`config.mk`:
```
export PLATFORM = sky130hd
export DESIGN_NAME = mc_payoff_scheduler
export DESIGN_NICKNAME = d
export VERILOG_FILES = /design/src/rtl/mc_pkg.sv /design/src/rtl/mc_payoff_scheduler_rr_arbiter.sv /design/src/rtl/mc_payoff_scheduler.sv
export SDC_FILE = /design/constraint.sdc
export NUM_CORES = 1
export LEC_CHECK = 0
export ABC_AREA = 1
export BUFFER_PORTS_ARGS = -buffer_cell sky130_fd_sc_hd__buf_4
export CELL_PAD_IN_SITES_DETAIL_PLACEMENT = 1
export CELL_PAD_IN_SITES_GLOBAL_PLACEMENT = 2
export CORE_ASPECT_RATIO = 1.4
export CORE_MARGIN = 2
export CORE_UTILIZATION = 28
export DETAILED_ROUTE_END_ITERATION = 7
export GPL_ROUTABILITY_DRIVEN = 0
export PLACE_DENSITY_LB_ADDON = 0.12
export SLEW_MARGIN = 20
export SYNTH_ARGS = -nofsm -noshare
export SYNTH_HDL_FRONTEND = slang
export SYNTH_HIERARCHICAL = 1
export SYNTH_SLANG_ARGS = --single-unit
```
`constraint.sdc`:
```
create_clock -name clk -period 4.2 [get_ports clk]
set_input_delay 0.84 -clock clk [delete_from_list [all_inputs] [get_ports clk]]
set_output_delay 0.84 -clock clk [all_outputs]
set_load 0.1 [all_outputs]
```
`src/rtl/mc_pkg.sv`:
```
// Shared definitions for the Monte Carlo payoff path: option encodings,
// scheduler state encoding and default datapath widths.
package mc_pkg;

   localparam logic [1:0] OPT_CALL = 2'b00;
   localparam logic [1:0] OPT_PUT  = 2'b01;

   localparam int unsigned DEF_N_REQ     = 4;
   localparam int unsigned DEF_WIDTH     = 32;
   localparam int unsigned DEF_ACC_WIDTH = 48;
   localparam int unsigned DEF_CNT_WIDTH = 24;

   typedef enum logic [1:0] {
      ST_IDLE  = 2'd0,
      ST_RUN   = 2'd1,
      ST_DRAIN = 2'd2,
      ST_FIN   = 2'd3
   } sched_state_t;

endpackage

```
`src/rtl/mc_payoff_scheduler_rr_arbiter.sv`:
```
// Round-robin arbiter: first requester at or above ptr (with wrap) wins;
// next_ptr moves past the winner only when the grant is consumed.
module rr_arbiter #(
   parameter int unsigned N_REQ = 4,
   localparam int unsigned PTR_W = $clog2(N_REQ)
) (
   input  logic [N_REQ-1:0] req,
   input  logic [PTR_W-1:0] ptr,
   input  logic             advance,
   output logic [N_REQ-1:0] grant,
   output logic             any_grant,
   output logic [PTR_W-1:0] next_ptr
);

   logic [PTR_W-1:0] idx;

   always_comb begin
      grant     = '0;
      any_grant = 1'b0;
      next_ptr  = ptr;
      idx       = '0;
      for (int unsigned i = 0; i < N_REQ; i++) begin
         idx = PTR_W'((32'(ptr) + i) % N_REQ);
         if (!any_grant && req[idx]) begin
            any_grant  = 1'b1;
            grant[idx] = 1'b1;
            if (advance) begin
               next_ptr = PTR_W'((32'(idx) + 1) % N_REQ);
            end
         end
      end
   end

endmodule

```
`src/rtl/mc_payoff_scheduler.sv`:
```
// Shares one payoff calculator between N_REQ path engines and accumulates a
// saturating payoff sum over a batch of num_paths paths.
module mc_payoff_scheduler
   import mc_pkg::*;
#(
   parameter int unsigned N_REQ     = DEF_N_REQ,
   parameter int unsigned WIDTH     = DEF_WIDTH,
   parameter int unsigned ACC_WIDTH = DEF_ACC_WIDTH,
   parameter int unsigned CNT_WIDTH = DEF_CNT_WIDTH
) (
   input  logic                   clk,
   input  logic                   rst,
   input  logic                   start,
   input  logic [CNT_WIDTH-1:0]   num_paths,
   input  logic [WIDTH-1:0]       strike,
   input  logic [1:0]             option_type,
   input  logic [N_REQ-1:0]       req_valid,
   input  logic [N_REQ*WIDTH-1:0] req_st,
   output logic [N_REQ-1:0]       req_ready,
   output logic                   calc_en,
   output logic [WIDTH-1:0]       calc_st,
   output logic [WIDTH-1:0]       calc_k,
   output logic [1:0]             calc_type,
   input  logic [WIDTH-1:0]       calc_payoff,
   output logic [ACC_WIDTH-1:0]   sum_out,
   output logic [CNT_WIDTH-1:0]   paths_done,
   output logic                   busy,
   output logic                   done,
   output logic                   cfg_err,
   output logic                   sat
);

   localparam int unsigned PTR_W = $clog2(N_REQ);
   localparam logic [CNT_WIDTH-1:0] CNT_ONE = CNT_WIDTH'(1);

   sched_state_t state_q, state_nxt;

   logic [PTR_W-1:0]     ptr_q, ptr_nxt;
   logic [N_REQ-1:0]     grant;
   logic                 any_grant;
   logic                 issue;
   logic                 start_ok;
   logic [WIDTH-1:0]     st_sel;
   logic [WIDTH-1:0]     st_hold_q;
   logic [WIDTH-1:0]     k_lat_q;
   logic [1:0]           type_lat_q;
   logic [CNT_WIDTH-1:0] num_lat_q;
   logic [CNT_WIDTH-1:0] issued_q;
   logic [CNT_WIDTH-1:0] paths_q;
   logic [ACC_WIDTH-1:0] sum_q;
   logic [ACC_WIDTH:0]   sum_add;
   logic                 pending_q;
   logic                 sat_q;
   logic                 cfg_err_q;

   rr_arbiter #(.N_REQ(N_REQ)) u_arb (
      .req       (req_valid),
      .ptr       (ptr_q),
      .advance   (issue),
      .grant     (grant),
      .any_grant (any_grant),
      .next_ptr  (ptr_nxt)
   );

   always_comb begin
      st_sel = '0;
      for (int unsigned i = 0; i < N_REQ; i++) begin
         if (grant[i]) begin
            st_sel = req_st[i*WIDTH +: WIDTH];
         end
      end
   end

   always_ff @(posedge clk) begin
      if (rst) begin
         state_q <= ST_IDLE;
      end else begin
         state_q <= state_nxt;
      end
   end

   always_comb begin
      state_nxt = state_q;
      issue     = 1'b0;
      start_ok  = 1'b0;
      busy      = 1'b0;
      done      = 1'b0;
      case (state_q)
         ST_IDLE: begin
            if (start) begin
               start_ok = 1'b1;
               if (option_type[1] || (num_paths == '0)) begin
                  state_nxt = ST_FIN;
               end else begin
                  state_nxt = ST_RUN;
               end
            end
         end
         ST_RUN: begin
            busy  = 1'b1;
            issue = any_grant && (issued_q < num_lat_q);
            if (issue && ((issued_q + CNT_ONE) == num_lat_q)) begin
               state_nxt = ST_DRAIN;
            end
         end
         ST_DRAIN: begin
            busy = 1'b1;
            if (pending_q && ((paths_q + CNT_ONE) == num_lat_q)) begin
               state_nxt = ST_FIN;
            end
         end
         ST_FIN: begin
            done      = 1'b1;
            state_nxt = ST_IDLE;
         end
         default: state_nxt = ST_IDLE;
      endcase
   end

   // One spare carry bit detects overflow of the accumulator.
   assign sum_add = {1'b0, sum_q} + (ACC_WIDTH+1)'(calc_payoff);

   always_ff @(posedge clk) begin
      if (rst) begin
         ptr_q      <= '0;
         pending_q  <= 1'b0;
         st_hold_q  <= '0;
         k_lat_q    <= '0;
         type_lat_q <= '0;
         num_lat_q  <= '0;
         issued_q   <= '0;
         paths_q    <= '0;
         sum_q      <= '0;
         sat_q      <= 1'b0;
         cfg_err_q  <= 1'b0;
      end else begin
         pending_q <= issue;
         ptr_q     <= ptr_nxt;
         if (issue) begin
            st_hold_q <= st_sel;
            issued_q  <= issued_q + CNT_ONE;
         end
         if (start_ok) begin
            k_lat_q    <= strike;
            type_lat_q <= option_type;
            num_lat_q  <= num_paths;
            issued_q   <= '0;
            paths_q    <= '0;
            sum_q      <= '0;
            sat_q      <= 1'b0;
            cfg_err_q  <= option_type[1];
            ptr_q      <= '0;
         end else if (pending_q) begin
            paths_q <= paths_q + CNT_ONE;
            if (sum_add[ACC_WIDTH]) begin
               sum_q <= '1;
               sat_q <= 1'b1;
            end else begin
               sum_q <= sum_add[ACC_WIDTH-1:0];
            end
         end
      end
   end

   assign req_ready  = issue ? grant : '0;
   assign calc_en    = issue;
   assign calc_st    = issue ? st_sel : st_hold_q;
   assign calc_k     = k_lat_q;
   assign calc_type  = type_lat_q;
   assign sum_out    = sum_q;
   assign paths_done = paths_q;
   assign cfg_err    = cfg_err_q;
   assign sat        = sat_q;

endmodule
```
==> impl_metrics.py <==
metrics = {
    "status": {
        "outcome": "finished, final reports clean",
    },
    "pwr": {
        "power.total_w": 0.0181,
        "power_per_cell_area_nw_per_um2": 940,
        "power.leakage_nw": 8.71,
        "vdd_drop_max_v": 0.00105,
    },
    "synth": {
        "synthAdderAreaFrac": 0.0647,
        "synth-compound-area-share": 0.216,
        "ys_async_sr_fraction": 0,
        "synth_cells": 2225,
        "synthTopCellsByArea": "dfxtp_1 28%, nand2_1 13%, o21ai_0 8.8%",
        "yosys_warnings": 6,
        "synth-edff-count": 0,
        "yosysUniqueCellTypes": 47,
        "synth_ff_type": "dfxtp_1",
        "synthMuxAreaShare": 0,
        "ys_seq_area_frac": 0.277,
        "synth_area_per_cell_um2": 6.23,
        "synth-xor-area-share": 0.0236,
        "synth-simple-area-share": 0.320,
        "synth_top_area_cell": "dfxtp_1",
        "syn-cell-area_um2": 13900,
        "syn-num-nets": 2521,
        "synth_top_area_share": 0.277,
        "synth_top_family_by_area": "simple AND/OR/NAND/NOR gates",
        "synth_seq_cells": 192,
    },
    "timing": {
        "tightest_slew_ns": 0.842,
        "finalCriticalPeriod_ns": 4.07,
        "setup_viol": 0,
        "rsz0062_at_grt": "true",
        "hold_viol": 0,
        "slew_viol_final": 0,
        "slew_headroom": 0.439,
        "fmax_mhz": 246,
        "skew_ns": 0.0146,
        "fin_crit_sh": 0.968,
        "fin_ws_ns": 0.133,
    },
    "layout": {
        "nets": 2888,
        "final_common_cell": "nand2_1",
        "area_growth_pct": 38.7,
        "fin_cells": 3244,
        "mostFrequentLayoutCells": "490 x nand2_1, 384 x buf_4, 240 x inv_1, 222 x o21ai_0, 222 x nor2_1",
        "finish.instance_area_um2": 19200,
        "drive_gt1_frac": 0.238,
    },
    "cts": {
        "cts_tree": "built",
        "cts_buffer_depth": 2,
        "ctsHoldBuffers": 0,
        "cts_sinks": 192,
        "clkSlewWorstSetupHoldPaths_ns": 0.08,
        "htree_levels": 4,
        "insertion_delay_ns": 0.48,
        "clk_root_buffer_cell": "clkbuf_16",
        "cts_made_buffers": 17,
    },
    "floorplanning": {
        "io_pins": 372,
        "start_util": 0.283,
        "die_w_um": 192,
        "die_y_um": 267,
        "die_area_um2": 51300,
        "core_area_um2": 49000,
        "num_rows": 96,
    },
    "grt": {
        "track_usage": 0.231,
        "antenna_found_initial": 3,
        "grt_max_degree": 81,
        "grt_remaining_overflow": 0,
        "grt_pass1_wl_um": 92000,
        "grt_pass1_vias": 16700,
    },
    "routing": {
        "wl_met2_um": 33000,
        "drcViolationCount": 0,
        "firstDrtPassIters": 5,
        "via_count": 16300,
        "wl_met1_um": 24000,
        "drtIter0Drc": 514,
        "drt-total-wl_um": 60900,
        "top_layer_used": "met5",
        "routed_via_density": 5.02,
        "routedWlPerCell_um": 18.8,
        "dr_wl_met3_um": 1760,
        "ant_nets": 0,
    },
    "place": {
        "hpwl_um": 47500,
        "dp_slack_ns": 0.122,
        "portBuffers": 371,
        "dpl-instance-area_um2": 17800,
        "place_inst": 3194,
    },
    "worst_setup_path": {
        "r2r_cells": 15,
        "cp-start-kind": "flip-flop",
        "critPathKind": "reg2out",
        "cp-end-kind": "output pin",
        "critPathMaxFanout": 5,
        "cp_data_required_time_ns": 3.36,
        "worst_ep_arrival_time_ns": 3.23,
        "ff2ff_setup_slack_ns": 1.01,
        "rr_startpoint": "sum_out[0]$_SDFFE_PP0P_",
        "r2r-end": "sum_out[37]$_SDFFE_PP0P_",
    },
    "flow_run": {
        "cap_violations": 0,
    },
    "min_path": {
        "hp-class": "reg2reg",
        "min_to": "sat$_SDFFE_PP0P_",
        "min_from": "sat$_SDFFE_PP0P_",
        "whs_path_depth": 2,
    },
}
## through the flow
step	hold slack, ns	utilization	TNS, ns
global route	0.509	0.392	-0.210
floorplan	0.458	-	-1.04
detailed placement	0.454	0.364	0
CTS	0.475	0.386	-0.00468
finish	0.470	0.392	0
global placement	0.448	0.364	0
## cell type report
cell class                 instances  area, um^2
tap                              637         797
clock inverter                    13         146
multi-input combinational       1683        9130
clock buffer                      19         443
fill                            6275       29800
sequential                       192        3850
timing repair buffer             437        3840
inverter                         261        1000
antenna                            2        5.00
## critical path, stage by stage, from the launching register on
cell     delay [ns]
dfxtp_1        0.36
inv_1          0.10
ha_4           0.28
nand4_1        0.21
nor3_2         0.24
buf_4          0.15
nand2_1        0.09
a21oi_4        0.20
nor3_4         0.07
buf_6          0.14
buf_12         0.13
buf_12         0.12
or2_2          0.26
inv_1          0.14
a21oi_4        0.05
buf_8          0.18
## metal layers
| layer | track usage | up-vias |
|---|---|---|
| met5 | 0 | - |
| met1 | 0.253 | 7788 |
| met2 | 0.451 | 300 |
| li1 | - | 8111 |
| met3 | 0.0215 | 90 |
| met4 | 0.0869 | 2 |
## power breakdown
group          leakage [nW]  total (W)  switching [W]  internal, W
clock                 0.279    0.00175       0.000893     0.000859
sequential             1.57    0.00285       0.000502      0.00234
combinational          6.86     0.0135        0.00928      0.00419
## cell families after synthesis
kind of cell,Yosys count
AND/OR/NAND/NOR,1022
AO/OA/AOI/OAI,556
buffers and inverters,350
flip-flops,192
adder cells (fa/ha/maj),71
XOR/XNOR,34
## Yosys cell counts, types with 2 or more instances
| library cell | number |
|---|---|
| buf_2 | 16 |
| a21o_1 | 4 |
| nand2_1 | 493 |
| nor3b_1 | 2 |
| a21oi_1 | 202 |
| o21ai_0 | 243 |
| o21bai_1 | 7 |
| buf_1 | 12 |
| o21ai_1 | 9 |
| clkbuf_1 | 58 |
| nand4_1 | 19 |
| o21ai_2 | 2 |
| a31oi_1 | 40 |
| a211oi_1 | 33 |
| xnor2_1 | 17 |
| ha_1 | 70 |
| inv_1 | 253 |
| nand2_2 | 10 |
| nor2_1 | 227 |
| nand3_1 | 175 |
| o211ai_1 | 8 |
| dfxtp_1 | 192 |
| nor3_1 | 18 |
| o21a_1 | 4 |
| or2_2 | 36 |
| nor4_1 | 15 |
| inv_2 | 6 |
| nor2_2 | 8 |
| xor2_1 | 15 |
| nand3_2 | 3 |
| nand2_4 | 4 |
| nor2_4 | 8 |
| buf_4 | 2 |
## sequential cells by signal, indices dropped and copies added, names as in the netlist
signal / flops
issued_q: 24
state_q: 2
pending_q: 1
st_hold_q: 32
calc_type: 2
sat: 1
sum_out: 48
ptr_q: 2
calc_k: 32
num_lat_q: 24
paths_done: 24
## worst max path at each step
stage	from	to	slack, ns	depth (start not counted)
floorplan	ptr_q[1]$_SDFF_PP0_	req_ready[0]	-0.26	16
global placement	req_valid[0]	calc_st[10]	0.10	18
detailed placement	req_valid[2]	req_ready[2]	0.12	16
CTS	ptr_q[0]$_SDFF_PP0_	req_ready[2]	-0.005	18
global route	ptr_q[0]$_SDFF_PP0_	calc_st[13]	-0.03	19
finish	num_lat_q[23]$_SDFFE_PP0P_	calc_st[27]	0.13	15
## what timing repair did
action | CTS | global route
pin swaps | 6 | 18
setup endpoints to repair | 37 | 37
buffers inserted | 7 | 4
gates resized for setup | 84 | 85
hold endpoints to repair | 0 | 0
cloned | 2 | 3
Note: power is estimated with default switching activity, not from simulation.
